<file path="src/rtl/mem_port_arbiter.sv">
// Two-requester arbiter for the single main-memory block port: the I-cache (read-only)
// and the D-cache (read/write) take turns, one block transaction at a time.
module mem_port_arbiter #(
    parameter int ADDR_WIDTH  = 28,
    parameter int BLOCK_WIDTH = 128
) (
    input  logic                   CLK,
    input  logic                   RESET,
    input  logic                   I_READ,
    input  logic [ADDR_WIDTH-1:0]  I_ADDRESS,
    output logic [BLOCK_WIDTH-1:0] I_READDATA,
    output logic                   I_BUSYWAIT,
    input  logic                   D_READ,
    input  logic                   D_WRITE,
    input  logic [ADDR_WIDTH-1:0]  D_ADDRESS,
    input  logic [BLOCK_WIDTH-1:0] D_WRITEDATA,
    output logic [BLOCK_WIDTH-1:0] D_READDATA,
    output logic                   D_BUSYWAIT,
    output logic                   MEM_READ,
    output logic                   MEM_WRITE,
    output logic [ADDR_WIDTH-1:0]  MEM_ADDRESS,
    output logic [BLOCK_WIDTH-1:0] MEM_WRITEDATA,
    input  logic [BLOCK_WIDTH-1:0] MEM_READDATA,
    input  logic                   MEM_BUSYWAIT
);

    localparam logic [2:0] IDLE    = 3'd0;
    localparam logic [2:0] GRANT_I = 3'd1;
    localparam logic [2:0] GRANT_D = 3'd2;
    localparam logic [2:0] DONE_I  = 3'd3;
    localparam logic [2:0] DONE_D  = 3'd4;

    logic [2:0]             state_q, state_d;
    logic                   issued_q, issued_d;
    logic                   last_d_q, last_d_d;
    logic                   mem_read_q, mem_read_d;
    logic                   mem_write_q, mem_write_d;
    logic [ADDR_WIDTH-1:0]  mem_addr_q, mem_addr_d;
    logic [BLOCK_WIDTH-1:0] mem_wdata_q, mem_wdata_d;
    logic [BLOCK_WIDTH-1:0] i_rdata_q, i_rdata_d;
    logic [BLOCK_WIDTH-1:0] d_rdata_q, d_rdata_d;

    logic i_req, d_req, grant_i, grant_d;

    assign i_req = I_READ;
    assign d_req = D_READ | D_WRITE;

    // On contention the side not served last wins; last_d_q resets low so D takes the first tie.
    assign grant_d = d_req & (~i_req | ~last_d_q);
    assign grant_i = i_req & ~grant_d;

    // NOTE: every next-state value starts from its current value, so no path leaves one
    // unassigned and no latch can be inferred.
    always_comb begin
        state_d     = state_q;
        issued_d    = issued_q;
        last_d_d    = last_d_q;
        mem_read_d  = mem_read_q;
        mem_write_d = mem_write_q;
        mem_addr_d  = mem_addr_q;
        mem_wdata_d = mem_wdata_q;
        i_rdata_d   = i_rdata_q;
        d_rdata_d   = d_rdata_q;

        case (state_q)
            IDLE: begin
                if (grant_d) begin
                    state_d     = GRANT_D;
                    mem_addr_d  = D_ADDRESS;
                    mem_wdata_d = D_WRITEDATA;
                    // A simultaneous read and write is treated as the write.
                    mem_write_d = D_WRITE;
                    mem_read_d  = ~D_WRITE;
                end else if (grant_i) begin
                    state_d     = GRANT_I;
                    mem_addr_d  = I_ADDRESS;
                    mem_read_d  = 1'b1;
                    mem_write_d = 1'b0;
                end
            end
            GRANT_I, GRANT_D: begin
                // The first grant cycle only issues; memory busy is not trusted until then.
                if (!issued_q) begin
                    issued_d = 1'b1;
                end else if (!MEM_BUSYWAIT) begin
                    state_d     = (state_q == GRANT_I) ? DONE_I : DONE_D;
                    issued_d    = 1'b0;
                    mem_read_d  = 1'b0;
                    mem_write_d = 1'b0;
                    last_d_d    = (state_q == GRANT_D);
                    if (mem_read_q) begin
                        if (state_q == GRANT_I) i_rdata_d = MEM_READDATA;
                        else                    d_rdata_d = MEM_READDATA;
                    end
                end
            end
            DONE_I, DONE_D: state_d = IDLE;
            default:        state_d = IDLE;
        endcase
    end

    // NOTE: state registers use non-blocking assignments so every flop samples the
    // pre-edge values of the others; the data registers are plain flops and reset with them.
    always_ff @(posedge CLK or negedge RESET) begin
        if (!RESET) begin
            state_q     <= IDLE;
            issued_q    <= 1'b0;
            last_d_q    <= 1'b0;
            mem_read_q  <= 1'b0;
            mem_write_q <= 1'b0;
            mem_addr_q  <= '0;
            mem_wdata_q <= '0;
            i_rdata_q   <= '0;
            d_rdata_q   <= '0;
        end else begin
            state_q     <= state_d;
            issued_q    <= issued_d;
            last_d_q    <= last_d_d;
            mem_read_q  <= mem_read_d;
            mem_write_q <= mem_write_d;
            mem_addr_q  <= mem_addr_d;
            mem_wdata_q <= mem_wdata_d;
            i_rdata_q   <= i_rdata_d;
            d_rdata_q   <= d_rdata_d;
        end
    end

    // Stalls are released only during the requester's single DONE cycle.
    assign I_BUSYWAIT    = I_READ & (state_q != DONE_I);
    assign D_BUSYWAIT    = d_req & (state_q != DONE_D);
    assign MEM_READ      = mem_read_q;
    assign MEM_WRITE     = mem_write_q;
    assign MEM_ADDRESS   = mem_addr_q;
    assign MEM_WRITEDATA = mem_wdata_q;
    assign I_READDATA    = i_rdata_q;
    assign D_READDATA    = d_rdata_q;

endmodule

</file>
<file path="config.mk">
export PLATFORM = sky130hd
export DESIGN_NAME = mem_port_arbiter
export DESIGN_NICKNAME = d
export VERILOG_FILES = /design/src/rtl/mem_port_arbiter.sv
export SDC_FILE = /design/constraint.sdc
export NUM_CORES = 1
export LEC_CHECK = 0
export CAP_MARGIN = 10
export CORE_AREA = 4 4 285 287
export DETAILED_ROUTE_END_ITERATION = 6
export DIE_AREA = 0 0 289 291
export GPL_ROUTABILITY_DRIVEN = 0
export PLACE_DENSITY = 0.56
export SLEW_MARGIN = 5
export SYNTH_ARGS = -nofsm -noshare
export SYNTH_HDL_FRONTEND = slang
export SYNTH_SLANG_ARGS = --single-unit
</file>
<file path="constraint.sdc">
create_clock -name CLK -period 5 [get_ports CLK]
set_clock_uncertainty 0.05 [all_clocks]
set_input_delay 1 -clock CLK [delete_from_list [all_inputs] [get_ports CLK]]
set_output_delay 1 -clock CLK [all_outputs]
set_load 0.02 [all_outputs]
</file>
==> impl_metrics.prom <==
# TYPE chip_impl_metric gauge
chip_impl_metric{name="worst_slew_margin_rel",unit="%"} 40.4
chip_impl_metric{name="drt_pre_antenna_iters",unit=""} 4
chip_impl_info{name="hold_path_class",value="reg2reg"} 1
chip_impl_metric{name="cts-htree-levels",unit=""} 2
chip_impl_metric{name="hold_buffers",unit=""} 0
chip_impl_metric{name="drv_cap",unit=""} 0
chip_impl_metric{name="fp.dieArea",unit="um2"} 84100
chip_impl_metric{name="cellLeakagePower",unit="nW"} 11.4
chip_impl_metric{name="tritoncts.num_buffers",unit=""} 49
chip_impl_metric{name="syn-instance-count",unit=""} 980
chip_impl_metric{name="fillers",unit=""} 7676
chip_impl_metric{name="setup_viol",unit=""} 0
chip_impl_metric{name="core",unit="um2"} 78600
chip_impl_metric{name="mean_post_synth_cell_area",unit="um2"} 16.7
chip_impl_info{name="netlist.top_cell.by_area",value="dfrtp_1"} 1
chip_impl_info{name="worstSetupEndpointType",value="primary output"} 1
chip_impl_metric{name="first_pass_grt_wire_length",unit="mm"} 81.0
chip_impl_metric{name="regToRegSetupSlack",unit="ns"} 2.52
chip_impl_metric{name="route.final.wire_length",unit="mm"} 55.3
chip_impl_info{name="leading_cell_type_in_the_layout_fill_and_taps_excluded",value="clkdlybuf4s50_1"} 1
chip_impl_metric{name="fp.dieH",unit="um"} 291
chip_impl_metric{name="pin_count",unit=""} 734
chip_impl_metric{name="report.final.slew_viol_count",unit=""} 0
chip_impl_info{name="reg_to_reg_start",value="state_q[2]"} 1
chip_impl_metric{name="power.ir.vdd_worst",unit="V"} 0.000434
chip_impl_metric{name="register_area",unit="um2"} 10500
chip_impl_info{name="rsz0062_at_grt",value="no"} 1
chip_impl_metric{name="finalWorstSetupSlack",unit="ns"} 1.49
chip_impl_metric{name="syn_to_final_growth",unit="%"} 61.7
chip_impl_metric{name="initialDrtViolationCount",unit=""} 297
chip_impl_metric{name="detailed_place_hpwl",unit="mm"} 41.5
chip_impl_metric{name="period_minus_slack",unit="ns"} 3.51
chip_impl_metric{name="grt_start_max_net_pins",unit=""} 105
chip_impl_metric{name="post_cts_resized",unit=""} 0
chip_impl_metric{name="yosys_register_bits",unit=""} 419
chip_impl_metric{name="final_min_period_over_clock_period",unit="%"} 70.2
chip_impl_metric{name="clkSlewWorstSetupHoldPaths",unit="ns"} 0.06
chip_impl_metric{name="cts_buffer_depth",unit=""} 3
chip_impl_metric{name="post_synth_instance_area",unit="um2"} 16300
chip_impl_metric{name="critical_path_required",unit="ns"} 3.95
chip_impl_metric{name="yosys_warnings",unit=""} 0
chip_impl_info{name="crit_path_start_kind",value="primary input"} 1
chip_impl_metric{name="fin_worst_hold_slack",unit="ns"} 0.434
chip_impl_metric{name="synth_seq_area_share",unit="%"} 64.1
chip_impl_metric{name="hold_viol",unit=""} 0
chip_impl_metric{name="proportion_of_netlist_area_held_by_the_largest_area_contributor",unit="%"} 64.1
chip_impl_info{name="run_status",value="complete, no violations"} 1
chip_impl_metric{name="area_taken_by_multi_input_logic_gates",unit="um2"} 5460
chip_impl_info{name="worst-setup-path-type",value="in2out"} 1
chip_impl_info{name="cts_tree",value="built"} 1
chip_impl_metric{name="buffer_ports.inserted",unit=""} 733
chip_impl_metric{name="drive_above_1_share",unit="%"} 20.2
chip_impl_metric{name="routedWlPerCell",unit="um"} 19.7
chip_impl_metric{name="clock_sinks",unit=""} 419
chip_impl_metric{name="num_vias",unit=""} 11012
chip_impl_info{name="layout.cells.most_common_list",value="732 x clkdlybuf4s50_1, 419 x dfrtp_1, 172 x mux2_2, 123 x mux2_1, 90 x mux2_4"} 1
chip_impl_metric{name="grt_overflow_total",unit=""} 0
chip_impl_metric{name="max_freq",unit="MHz"} 285
chip_impl_metric{name="whs_path_depth",unit=""} 1
chip_impl_metric{name="x_dimension_of_the_die",unit="um"} 289
chip_impl_metric{name="avgViaCountPerCell",unit=""} 3.91
chip_impl_metric{name="arrival",unit="ns"} 2.46
chip_impl_metric{name="post_route_drc",unit=""} 0
chip_impl_metric{name="grt_antenna_before_repair",unit=""} 3
chip_impl_metric{name="worst_skew_pair.late_latency",unit="ns"} 0.56
chip_impl_metric{name="final_antenna_net_count",unit=""} 0
chip_impl_info{name="min-delay-start",value="D_READDATA[113]"} 1
chip_impl_metric{name="placementRows",unit=""} 103
chip_impl_metric{name="fin_total_pwr",unit="mW"} 18.4
chip_impl_metric{name="synth_cell_types",unit=""} 26
chip_impl_metric{name="critical_path_peak_fanout",unit=""} 5
chip_impl_info{name="worstReg2RegEnd",value="D_READDATA[23]"} 1
chip_impl_metric{name="r2r.worst_path.cells",unit=""} 4
chip_impl_metric{name="net_count_final",unit=""} 2044
chip_impl_metric{name="dpl_worst_slack",unit="ns"} 1.51
chip_impl_metric{name="grt_pass1_vias",unit=""} 12034
chip_impl_metric{name="floorplan.initialDensity",unit="%"} 20.8
chip_impl_metric{name="syn_nets",unit=""} 1298
chip_impl_info{name="worst_hold_path.endpoint",value="D_READDATA[113]"} 1
chip_impl_info{name="netlist_top_cells_area",value="dfrtp_1 64%, mux2_2 12%, mux2_1 8.5%, mux2_4 8.3%, mux2i_1 1.7%"} 1
chip_impl_metric{name="groute.usage.overall",unit="%"} 12.6
chip_impl_info{name="clk_root_buffer_cell",value="clkbuf_16"} 1
chip_impl_metric{name="final.setup.tns",unit="ns"} 0
chip_impl_metric{name="timing_worst_slew_pin_value",unit="ns"} 0.893
chip_impl_metric{name="powerDensity",unit="nW/um2"} 695
chip_impl_metric{name="post_cts_buffers",unit=""} 0
==> worst max-delay path by stage <==
stage	to	start
2_1_floorplan	D_BUSYWAIT	D_READ
3_3_place_gp	D_BUSYWAIT	D_WRITE
3_5_place_dp	D_BUSYWAIT	D_WRITE
4_1_cts	D_BUSYWAIT	D_WRITE
5_1_grt	D_BUSYWAIT	D_WRITE
6_report	D_BUSYWAIT	D_WRITE
==> critical path: stages <==
cell and delay (ns):
clkdlybuf4s50_1 0.59, nor2_1 0.09, a21oi_1 0.14, clkdlybuf4s50_1 0.63
==> kinds of logic (layout without fill, tap and decap cells) <==
logic type                after synthesis  in the layout  synth area share, %
xor gates and xnor gates                1              1               0.0536
buffers and inverters                  55            836                 2.74
other                                   0              2                    0
AOI/OAI and AO/OA                      40             40                 1.33
and+or+nand+nor                        52             52                 1.43
muxes                                 413            413                 30.3
DFF                                   419            419                 64.1
==> final cells by class <==
cell class,instances,area share [%]
Tap cell,1050,4.97
Multi-Input combinational cell,506,20.7
Timing Repair Buffer,749,28.6
Antenna cell,2,0.0189
Clock inverter,14,0.682
Inverter,1,0.0142
Clock buffer,72,5.39
Sequential cell,419,39.7
==> sequential cells by signal, indices dropped and copies added (netlist names) <==
register / cells
MEM_WRITEDATA: 128
issued_q: 1
last_d_q: 1
MEM_ADDRESS: 28
I_READDATA: 128
state_q: 3
MEM_READ: 1
D_READDATA: 128
MEM_WRITE: 1
==> synth_stat cells <==
| cell type | count |
|---|---|
| dfrtp_1 | 419 |
| mux2_2 | 172 |
| mux2_1 | 123 |
| mux2_4 | 90 |
| a21oi_1 | 34 |
| nor2_1 | 34 |
| mux2i_1 | 28 |
| buf_6 | 21 |
| buf_4 | 17 |
| buf_2 | 16 |
| nand2_1 | 6 |
| nor3_1 | 3 |
| nand2b_1 | 2 |
| nand3_1 | 2 |
| nor2b_1 | 2 |
| a22o_1 | 1 |
| a32o_1 | 1 |
| and2_1 | 1 |
| inv_1 | 1 |
| nand4b_1 | 1 |
| nor3b_4 | 1 |
| o21a_1 | 1 |
| o21ai_0 | 1 |
| o21bai_1 | 1 |
| o2bb2ai_1 | 1 |
| xnor2_1 | 1 |
==> through the flow <==
| stage | cell area (um2) | instances | utilization [%] |
|---|---|---|---|
| finish | 26400 | 2813 | 33.6 |
| global route | 26400 | 2813 | 33.6 |
| CTS | 26400 | 2810 | 33.6 |
| detailed placement | 24800 | 2724 | 31.6 |
| global placement | 24800 | 2724 | 31.6 |
| floorplan | 16300 | 980 | - |
==> power by group <==
part | switching [mW] | internal (mW) | total, mW
clock network | 1.44 | 2.17 | 3.61
registers | 0.931 | 5.05 | 5.98
logic | 4.18 | 4.60 | 8.78
==> routing by layer <==
layer | wire length, um | global-route usage (%) | share of wire (%) | vias to the layer above
li1 | - | - | - | 4944
met1 | 20700 | 14.3 | 37 | 5600
met2 | 29100 | 22.9 | 52 | 380
met3 | 4030 | 3.49 | 7.3 | 86
met4 | 1510 | 3.97 | 2.7 | 2
met5 | 11 | 0 | 0.020 | -
Note: power is estimated with default switching activity, not from simulation.
